$ cat config.mk
export PLATFORM = sky130hd
export DESIGN_NAME = ft_tmr_error_manager
export DESIGN_NICKNAME = d
export VERILOG_FILES = /design/src/rtl/ft_mgr_pkg.sv /design/src/rtl/ft_rr_arbiter.sv /design/src/rtl/ft_tmr_error_manager.sv
export SDC_FILE = /design/constraint.sdc
export NUM_CORES = 1
export LEC_CHECK = 0
export CAP_MARGIN = 20
export CORE_MARGIN = 8
export CORE_UTILIZATION = 61
export CTS_CLUSTER_DIAMETER = 150
export CTS_CLUSTER_SIZE = 24
export DETAILED_ROUTE_END_ITERATION = 7
export GPL_ROUTABILITY_DRIVEN = 0
export PLACE_DENSITY_LB_ADDON = 0.25
export RECOVER_POWER = 100
export SYNTH_ARGS = -nofsm -noshare
export SYNTH_HDL_FRONTEND = slang
export SYNTH_SLANG_ARGS = --single-unit
$ cat constraint.sdc
create_clock -name clk -period 4.86 [get_ports clk]
set_clock_uncertainty 0.1 [all_clocks]
set_input_delay 0.486 -clock clk [delete_from_list [all_inputs] [get_ports clk]]
set_output_delay 0.486 -clock clk [all_outputs]
set_load 0.1 [all_outputs]
$ cat src/rtl/ft_mgr_pkg.sv
// Shared types and index helpers for the TMR fault manager.
// Replica signals are flattened as index 3*block + replica throughout.
package ft_mgr_pkg;

  localparam int N_REP = 3;

  typedef enum logic {
    IDLE = 1'b0,
    REQ  = 1'b1
  } mgr_state_e;

  function automatic int idx_to_blk(input int idx);
    return idx / N_REP;
  endfunction

  function automatic int idx_to_rep(input int idx);
    return idx % N_REP;
  endfunction

endpackage

$ cat src/rtl/ft_rr_arbiter.sv
// Round-robin priority picker: grants the first set request at or after
// ptr_i, wrapping around; purely combinational.
module ft_rr_arbiter #(
  parameter int N     = 12,
  parameter int IDX_W = (N > 1) ? $clog2(N) : 1
) (
  input  logic [N-1:0]     req_i,
  input  logic [IDX_W-1:0] ptr_i,
  output logic [IDX_W-1:0] gnt_idx_o,
  output logic             gnt_valid_o
);

  int               idx;
  logic [IDX_W-1:0] sel;

  // Scan from farthest to nearest so the nearest set request wins.
  always_comb begin
    gnt_idx_o   = '0;
    gnt_valid_o = 1'b0;
    idx         = 0;
    sel         = '0;
    for (int k = N - 1; k >= 0; k--) begin
      idx = int'(ptr_i) + k;
      if (idx >= N) idx = idx - N;
      sel = IDX_W'(idx);
      if (req_i[sel]) begin
        gnt_idx_o   = sel;
        gnt_valid_o = 1'b1;
      end
    end
  end

endmodule

$ cat src/rtl/ft_tmr_error_manager.sv
// Fault manager for TMR blocks: leaky per-replica error counters, sticky fault
// flags and round-robin resync scheduling. Macro FT_RESYNC_TIMEOUT_EN adds an ack timeout.
module ft_tmr_error_manager
  import ft_mgr_pkg::*;
#(
  parameter int N_BLK       = 4,
  parameter int CNT_W       = 4,
  parameter int ERR_THR     = 8,
  parameter int LEAK_PERIOD = 1024,
  parameter int RESYNC_TMO  = 64
) (
  input  logic                   clk,
  input  logic                   rst,
  input  logic [N_REP*N_BLK-1:0] err_i,
  input  logic                   clear_i,
  output logic [N_BLK-1:0]       resync_req_o,
  output logic [1:0]             resync_rep_o,
  input  logic                   resync_ack_i,
  output logic [N_REP*N_BLK-1:0] replica_en_o,
  output logic [N_REP*N_BLK-1:0] fault_perm_o,
  output logic [N_BLK-1:0]       uncorr_o,
  output logic                   irq_o
);

  localparam int N_IDX  = N_REP * N_BLK;
  localparam int IDX_W  = (N_IDX > 1) ? $clog2(N_IDX) : 1;
  localparam int LEAK_W = $clog2(LEAK_PERIOD);
  localparam logic [CNT_W-1:0] CNT_MAX = '1;
  localparam logic [CNT_W-1:0] CNT_THR = CNT_W'(ERR_THR);

  if (ERR_THR < 1 || ERR_THR > (2 ** CNT_W) - 1 || LEAK_PERIOD < 2 || RESYNC_TMO < 1)
  begin : g_bad_params
    $error("ft_tmr_error_manager: illegal parameter combination");
  end

  logic [CNT_W-1:0]  cnt_q [N_IDX];
  logic [CNT_W-1:0]  cnt_d [N_IDX];
  logic [N_IDX-1:0]  pend_q, pend_d;
  logic [N_IDX-1:0]  fault_q, fault_d;
  logic [N_BLK-1:0]  uncorr_q, uncorr_d;
  logic              irq_q, irq_d;
  logic [LEAK_W-1:0] leak_q, leak_d;

  mgr_state_e        state_q, state_d;
  logic [IDX_W-1:0]  grant_q, grant_d;
  logic [IDX_W-1:0]  ptr_q, ptr_d;

  logic [N_IDX-1:0]  err_eff;
  logic [N_BLK-1:0]  multi_err;
  logic [N_IDX-1:0]  thr_hit;
  logic [N_IDX-1:0]  tmo_vec;
  logic              leak_tick;
  logic              ack_fire;
  logic              tmo_expire;
  logic [IDX_W-1:0]  arb_idx;
  logic              arb_valid;
  logic [IDX_W-1:0]  grant_next;

  ft_rr_arbiter #(
    .N     (N_IDX),
    .IDX_W (IDX_W)
  ) u_arb (
    .req_i       (pend_q),
    .ptr_i       (ptr_q),
    .gnt_idx_o   (arb_idx),
    .gnt_valid_o (arb_valid)
  );

  // Faulted replicas no longer count, and a clear cycle discards all errors.
  always_comb begin
    err_eff   = clear_i ? '0 : (err_i & ~fault_q);
    multi_err = '0;
    for (int b = 0; b < N_BLK; b++) begin
      multi_err[b] = (err_eff[N_REP*b]     & err_eff[N_REP*b + 1]) |
                     (err_eff[N_REP*b]     & err_eff[N_REP*b + 2]) |
                     (err_eff[N_REP*b + 1] & err_eff[N_REP*b + 2]);
    end
  end

  always_comb begin
    leak_tick = (leak_q == LEAK_W'(LEAK_PERIOD - 1));
    leak_d    = leak_tick ? '0 : leak_q + LEAK_W'(1);
    ack_fire  = (state_q == REQ) && resync_ack_i && !clear_i;
  end

`ifdef FT_RESYNC_TIMEOUT_EN
  localparam int TMO_W = $clog2(RESYNC_TMO + 1);

  logic [TMO_W-1:0] tmo_q, tmo_d;

  always_comb begin
    tmo_expire = (state_q == REQ) && !resync_ack_i && !clear_i &&
                 (tmo_q == TMO_W'(RESYNC_TMO - 1));
    tmo_d      = (state_q == REQ && state_d == REQ) ? tmo_q + TMO_W'(1) : '0;
  end

  always_ff @(posedge clk) begin
    if (rst) tmo_q <= '0;
    else     tmo_q <= tmo_d;
  end
`else
  always_comb begin
    tmo_expire = 1'b0;
  end
`endif

  always_comb begin
    tmo_vec = tmo_expire ? (N_IDX'(1) << grant_q) : '0;
  end

  // Increment and leak cancel out; the threshold test looks at the next value.
  always_comb begin
    for (int i = 0; i < N_IDX; i++) begin
      cnt_d[i] = cnt_q[i];
      if (clear_i) begin
        cnt_d[i] = '0;
      end else if (err_eff[i] && !leak_tick) begin
        cnt_d[i] = (cnt_q[i] == CNT_MAX) ? CNT_MAX : cnt_q[i] + CNT_W'(1);
      end else if (!err_eff[i] && leak_tick && cnt_q[i] != '0) begin
        cnt_d[i] = cnt_q[i] - CNT_W'(1);
      end
      thr_hit[i] = !clear_i && !fault_q[i] && (cnt_d[i] >= CNT_THR);
    end
  end

  // A fresh error beats the ack of the same replica; faulting beats both.
  always_comb begin
    for (int i = 0; i < N_IDX; i++) begin
      pend_d[i] = pend_q[i];
      if (clear_i || thr_hit[i] || tmo_vec[i]) begin
        pend_d[i] = 1'b0;
      end else if (err_eff[i] && !multi_err[idx_to_blk(i)]) begin
        pend_d[i] = 1'b1;
      end else if (ack_fire && grant_q == IDX_W'(i)) begin
        pend_d[i] = 1'b0;
      end
    end
  end

  always_comb begin
    fault_d  = clear_i ? '0 : (fault_q | thr_hit | tmo_vec);
    uncorr_d = clear_i ? '0 : (uncorr_q | multi_err);
    irq_d    = (|(fault_d & ~fault_q)) | (|(uncorr_d & ~uncorr_q));
  end

  always_ff @(posedge clk) begin
    if (rst) begin
      for (int i = 0; i < N_IDX; i++) cnt_q[i] <= '0;
      pend_q   <= '0;
      fault_q  <= '0;
      uncorr_q <= '0;
      irq_q    <= 1'b0;
      leak_q   <= '0;
    end else begin
      cnt_q    <= cnt_d;
      pend_q   <= pend_d;
      fault_q  <= fault_d;
      uncorr_q <= uncorr_d;
      irq_q    <= irq_d;
      leak_q   <= leak_d;
    end
  end

  always_comb begin
    grant_next = (grant_q == IDX_W'(N_IDX - 1)) ? '0 : grant_q + IDX_W'(1);
  end

  always_ff @(posedge clk) begin
    if (rst) begin
      state_q <= IDLE;
      grant_q <= '0;
      ptr_q   <= '0;
    end else begin
      state_q <= state_d;
      grant_q <= grant_d;
      ptr_q   <= ptr_d;
    end
  end

  // Leaving REQ always forces a full IDLE cycle before the next grant.
  always_comb begin
    state_d = state_q;
    grant_d = grant_q;
    ptr_d   = ptr_q;
    unique case (state_q)
      IDLE: begin
        if (arb_valid) begin
          state_d = REQ;
          grant_d = arb_idx;
        end
      end
      REQ: begin
        if (ack_fire || tmo_expire) begin
          state_d = IDLE;
          ptr_d   = grant_next;
        end
      end
      default: state_d = IDLE;
    endcase
    if (clear_i) state_d = IDLE;
  end

  always_comb begin
    resync_req_o = '0;
    resync_rep_o = '0;
    if (state_q == REQ) begin
      resync_req_o = N_BLK'(1) << idx_to_blk(int'(grant_q));
      resync_rep_o = 2'(idx_to_rep(int'(grant_q)));
    end
  end

  always_comb begin
    replica_en_o = ~fault_q;
    fault_perm_o = fault_q;
    uncorr_o     = uncorr_q;
    irq_o        = irq_q;
  end

endmodule

# Word-level counts from Yosys, hierarchy flattened
# Cells that the tools add are included.
# classes
addsub	49
div_mod_pow	2
magnitude_cmp	36
n_eq_ne	24
n_shift	1
n_mux	141
bitwise	29
reduce_logical	171
# ops
operator	n
2-to-1 mux 4 bit	75
logical AND 1 bit	86
equality test 4 bit, second input constant	16
< comparator 4 x 5 -> 1 bit, second input constant	12
greater-or-equal comparator 5 x 4 -> 1 bit, second input constant	11
adder 4 x 1 -> 4 bit, second input constant	13
greater-or-equal comparator 4 bit, second input constant	13
2-to-1 mux 1 bit	50
binary-select mux 1 bit (select 4 bit)	12
nonzero test 4 bit	12
subtractor 4 x 1 -> 4 bit, second input constant	12
subtractor 4 x 3 -> 4 bit, second input constant	11
divider 5 x 3 -> 32 bit, second input constant	1
modulo 5 x 3 -> 32 bit, second input constant	1
<< shifter 1 x 32 -> 4 bit, first input constant	1
logical NOT 1 bit	30
OR reduction 2 bit	14
AND 12 bit	2
2-to-1 mux 12 bit	2
nonzero test 2 bit	12
adder 4 x 3 -> 5 bit, second input constant	4
adder 4 x 4 -> 5 bit, second input constant	4
equality test 4 x 3 -> 1 bit, second input constant	4
AND 1 bit	12
21 further kinds	43
# word_totals
regBits	96
in_bits	16
out_inout_bits	35
word_cells	484

# Longest topological paths before layout
# logic_depth
ltp_word	19
depth_mapped	17
mapped_depth_nobuf	15

# By module
# Synthesis repeated with hierarchy kept, for this count alone.
# hier_totals
hier_cells	1080
area_unflattened_um2	8425.6
# by_module_without_submodules
mod	instances	cells_per_inst	area_each_um2	seq_area_each_um2
ft_tmr_error_manager	1	782	6064.6	1921.8
ft_rr_arbiter	1	298	2361.0	0.0

# Worst setup path before layout
# Ideal clock, no wire load.
# synth_timing
path_kind	register -> output
startpoint	register grant_q[2]
endpoint	output resync_req_o[2]
t_arrival_ns	4.909
required_time_ns	4.274
path_slack_ns	-0.635
stages_incl_launch_ff	13
path_buffers	1
path_cell_list	dfxtp_1 -> clkbuf_1 -> nand2b_1 -> inv_1 -> ha_1 -> inv_1 -> ha_1 -> inv_1 -> ha_1 -> nand4b_1 -> nor4b_1 -> nand3_1 -> nor4_1
# synth_via
elab_chain_cells	3
# synth_lines
item	line_no	rtl
start, declared	ft_tmr_error_manager.sv:45	logic [IDX_W-1:0] grant_q, grant_d;
start signal, assigned	ft_tmr_error_manager.sv:175	grant_q <= grant_d;
divider 5 x 3 -> 32 bit	ft_mgr_pkg.sv:13	return idx / N_REP;
<< shifter 1 x 32 -> 4 bit	ft_tmr_error_manager.sv:207	resync_req_o = N_BLK'(1) << idx_to_blk(int'(grant_q));
2-to-1 mux 4 bit	ft_tmr_error_manager.sv:206	if (state_q == REQ) begin
end, declared	ft_tmr_error_manager.sv:16	output logic [N_BLK-1:0] resync_req_o,
# Every way passes these cells.

# Worst setup path in the final report
# layout_timing
startpoint	register ptr_q[2]
endpoint	register grant_q[2]
# layout_via
elab_chain_cells	18
elab_cells_between_ends	96
cone_classes	add/sub: 23; order compare: 12; mux: 60; reduce/logical: 1
# layout_lines
item	line_no	rtl
start, declared	ft_tmr_error_manager.sv:46	logic [IDX_W-1:0] ptr_q, ptr_d;
start signal, assigned	ft_tmr_error_manager.sv:176	ptr_q <= ptr_d;
adder 4 x 4 -> 5 bit	ft_rr_arbiter.sv:23	idx = int'(ptr_i) + k;
subtractor 4 x 3 -> 4 bit or greater-or-equal comparator 5 x 4 -> 1 bit (tied branches)	ft_rr_arbiter.sv:24	if (idx >= N) idx = idx - N;
2-to-1 mux 4 bit	ft_rr_arbiter.sv:24	
binary-select mux 1 bit (select 4 bit)	ft_rr_arbiter.sv:26	if (req_i[sel]) begin
2-to-1 mux 1 bit (not written as such)	ft_rr_arbiter.sv:26	
2-to-1 mux 1 bit (12 in series)	ft_rr_arbiter.sv:26	
AND reduction 2 bit (no line)	-	
# Several ways; a longest one is shown, not always the timed one. The select of a mux whose other input is x is not followed.
# A chain may end at the register's enable or synchronous reset.

==> key figures <==
CTS
  • CTS tree: done
  • Clock-pin slew on the worst setup and hold paths: approximately 70 ps
  • CTS sink count: between 90 and 100
  • Clk root buf: clkbuf_16
  • Hold buffer count at CTS: 0
  • Max Root-Sink Buffers: 2
  • # H-tree levels: 3
  • CTS Buf Count: 9
  • Post-CTS Resized: 0
  • Worst skew pair latency: between 300 and 400 ps
  • Post-CTS setup buffer count: 0

Routing
  • Initial DRT Pass Iterations: 8
  • Iter 0 DRT Violations: 767
  • Remaining design rule violation count: 3
  • WL per Instance: 17.47 um
  • Final ANT Viol Nets: 0
  • Total wire length: between 20000 and 25000 um
  • Via count: between 8000 and 9000
  • Post-DR vias/cell: ~6.5

STA
  • Unrepaired setup endpoints after global routing: false
  • Final hold viol count: 0
  • Slew @ Worst Pin: 1958 ps
  • Minimum clock period: 4469 ps
  • Final setup viols: 0
  • Relative slew slack: -30.54%
  • Fmax: about 220 MHz
  • Period utilization: 91.95%
  • Max Slew Vio Count: 53
  • Setup TNS: 0 ps
  • Final worst setup slack: between 300 and 400 ps

Setup path
  • Crit path kind: reg -> reg
  • WP data required: 5020 ps
  • Setup crit end kind: flip-flop
  • Worst Path Arrival: about 4600 ps
  • Crit-path max FO: 10
  • Crit start category: flip-flop

GRT
  • GRT Resource Usage Total: between 20 and 30%
  • Antenna violations before repair: 0
  • First-pass GRT wire length: ~37000 um
  • Vias in the first global route: 7465
  • Largest net degree at the start of global routing: 53
  • GRT overflow: 0

Logic synthesis
  • Yosys reg bits: 96
  • Yosys top cell area share: 23.70%
  • Sequential fraction of the synthesis area: 23.70%
  • Cell variety after synth: just under 90
  • Fraction of registers with async set or reset after synthesis: 0%
  • EDFF count, synth: 0
  • Warnings from Yosys: 0
  • Yosys top cell by area: dfxtp_1
  • Top_reg_cell synth: dfxtp_1
  • Synth Area per Inst: ~7.6 um2
  • Synthesized area: between 8000 and 9000 um2
  • Top post-synthesis cells by area: dfxtp_1 (24%), ha_1 (10%), nor2_1 (5.6%), a21oi_1 (4.6%), nand2_1 (4.5%)
  • Cells after synthesis: 1064

Cells and area
  • Layout area overhead: 12.39%
  • Core occupancy in the finished layout: 69.37%
  • Net count, final: between 1000 and 1500
  • Post-route design area: between 9000 and 10000 um2
  • Layout cell share with drive strength beyond 1: between 6 and 7%
  • Ant diodes: 0

Die
  • Die span in y: ~130 um
  • Num rows: 42
  • Initial Util: roughly three fifths
  • Core ar.: between 10000 and 15000 um2
  • I/O pin count: 51
  • Die width: ~130 um
  • Die footprint: 17240 um2

Run status
  • Status: finished, violations left
  • Violated checks: DRC, capacitance limit, slew limit

Power and ir drop
  • Worst vdd ir: 0.2276 mV
  • PD cells: around 280 nW/um2
  • Leakage: between 3 and 4 nW
  • Power Total: between 2 and 3 mW

Placement
  • DP HPWL: roughly 17000 um
  • Worst slack at placement: ~540 ps
  • Cell Area, Placed: between 8000 and 9000 um2
  • Buffers added on ports: 50

Min path
  • Worst min-delay path class: reg -> reg

Flow run
  • Max Cap Viol: 1
## critical path, stage by stage, from the launching register on
cell and delay, ps:
dfxtp_1 630, ha_1 430, a21oi_4 70, xnor2_1 300, inv_1 140, ha_1 210
and2_1 170, or4_4 520, nor3b_1 170, o22a_1 220, o41a_1 440, o221ai_2 190
a2111oi_1 130, or3_1 400, a311oi_1 260
## worst paths after layout
path,start,end,slack (ps),cells past startpoint
worst max-delay path,ptr_q[2],grant_q[2],390,14
worst min register to register,uncorr_o[2],uncorr_o[2],370,2
worst max register to register,ptr_q[2],grant_q[2],390,14
worst min-delay path,uncorr_o[2],uncorr_o[2],370,2
## cell type report
cell class	count	area [um2]
Fill cell	1089	4024
Inverter	80	300.3
Sequential cell	96	1922
Timing Repair Buffer	71	611.8
Clock buffer	11	242.7
Tap cell	176	220.2
Multi-Input combinational cell	853	5729
Clock inverter	5	87.58
## registers in the layout (all words and copies together) (netlist names)
name          cells
leak_q           10
state_q           1
uncorr_o          4
grant_q           4
cnt_q            48
pend_q           12
irq_o             1
ptr_q             4
fault_perm_o     12
## placed cells by master (no fill, tap or decap), types with 7 or more instances in the layout
| cell | netlist | final |
|---|---|---|
| nor2_1 | 120 | 121 |
| nand2_1 | 97 | 97 |
| dfxtp_1 | 96 | 96 |
| inv_1 | 77 | 77 |
| a21oi_1 | 75 | 75 |
| ha_1 | 65 | 65 |
| nand3_1 | 56 | 56 |
| nor3_1 | 51 | 51 |
| o21ai_0 | 39 | 39 |
| dlygate4sd3_1 | 0 | 30 |
| a211oi_1 | 29 | 29 |
| nand2b_1 | 17 | 17 |
| buf_4 | 0 | 17 |
| a31oi_1 | 16 | 16 |
| xnor2_1 | 15 | 15 |
| a311oi_1 | 14 | 15 |
| clkdlybuf4s50_1 | 0 | 14 |
| mux2i_1 | 13 | 13 |
| a32oi_1 | 13 | 13 |
| nor3b_1 | 13 | 13 |
| o31ai_1 | 11 | 11 |
| conb_1 | 1 | 11 |
| nand3b_1 | 9 | 9 |
| a21o_1 | 9 | 9 |
| a31o_2 | 9 | 9 |
| clkbuf_16 | 0 | 9 |
| mux4_2 | 8 | 8 |
| o22ai_1 | 8 | 8 |
| and2_1 | 9 | 7 |
| and3_1 | 7 | 7 |
| xor2_1 | 7 | 7 |
| nor4_1 | 8 | 7 |
| or3_1 | 7 | 7 |
## per-stage QoR
step | std cells | hold slack, ps
floorplan | 1074 | 349.3
global placement | 1276 | 362.3
detailed placement | 1276 | 361.8
CTS | 1292 | 372.9
global route | 1292 | 384.5
finish | 1292 | 369.8
## routing by layer
metal | wire length (um) | vias up | global-route usage [%]
li1 | - | 4043 | -
met1 | 9623 | 3913 | 31.66
met2 | 10280 | 364 | 40.47
met3 | 1808 | 71 | 5.183
met4 | 854 | 0 | 11.36
met5 | 0 | - | 0
## report_power, final
part	total [mW]	internal (mW)	switching, mW
Sequential	0.881	0.821	0.0603
Combinational	0.840	0.304	0.536
Clock	0.818	0.472	0.346
Total	2.54	1.60	0.943
## synthesized netlist by cell type, types with 14 or more instances
library cell	count
nand3_1	56
ha_1	65
a21oi_1	75
a31oi_1	16
nand2_1	97
nor3_1	51
clkbuf_1	34
xnor2_1	15
nor2_1	120
inv_1	77
a311oi_1	14
nand2b_1	17
a211oi_1	29
o21ai_0	39
dfxtp_1	96
## kinds of logic after synthesis
kind of cell | count (synthesis) | synth area share, %
other | 1 | 0.04624
buffers and inverters | 125 | 6.156
and+or+nand+nor | 426 | 25.49
adders and majority gates | 65 | 10.03
muxes | 28 | 5.724
AOI/OAI and AO/OA | 300 | 26.28
xor gates and xnor gates | 23 | 2.577
DFF | 96 | 23.70
No activity file was read; power rests on OpenSTA's default activity.
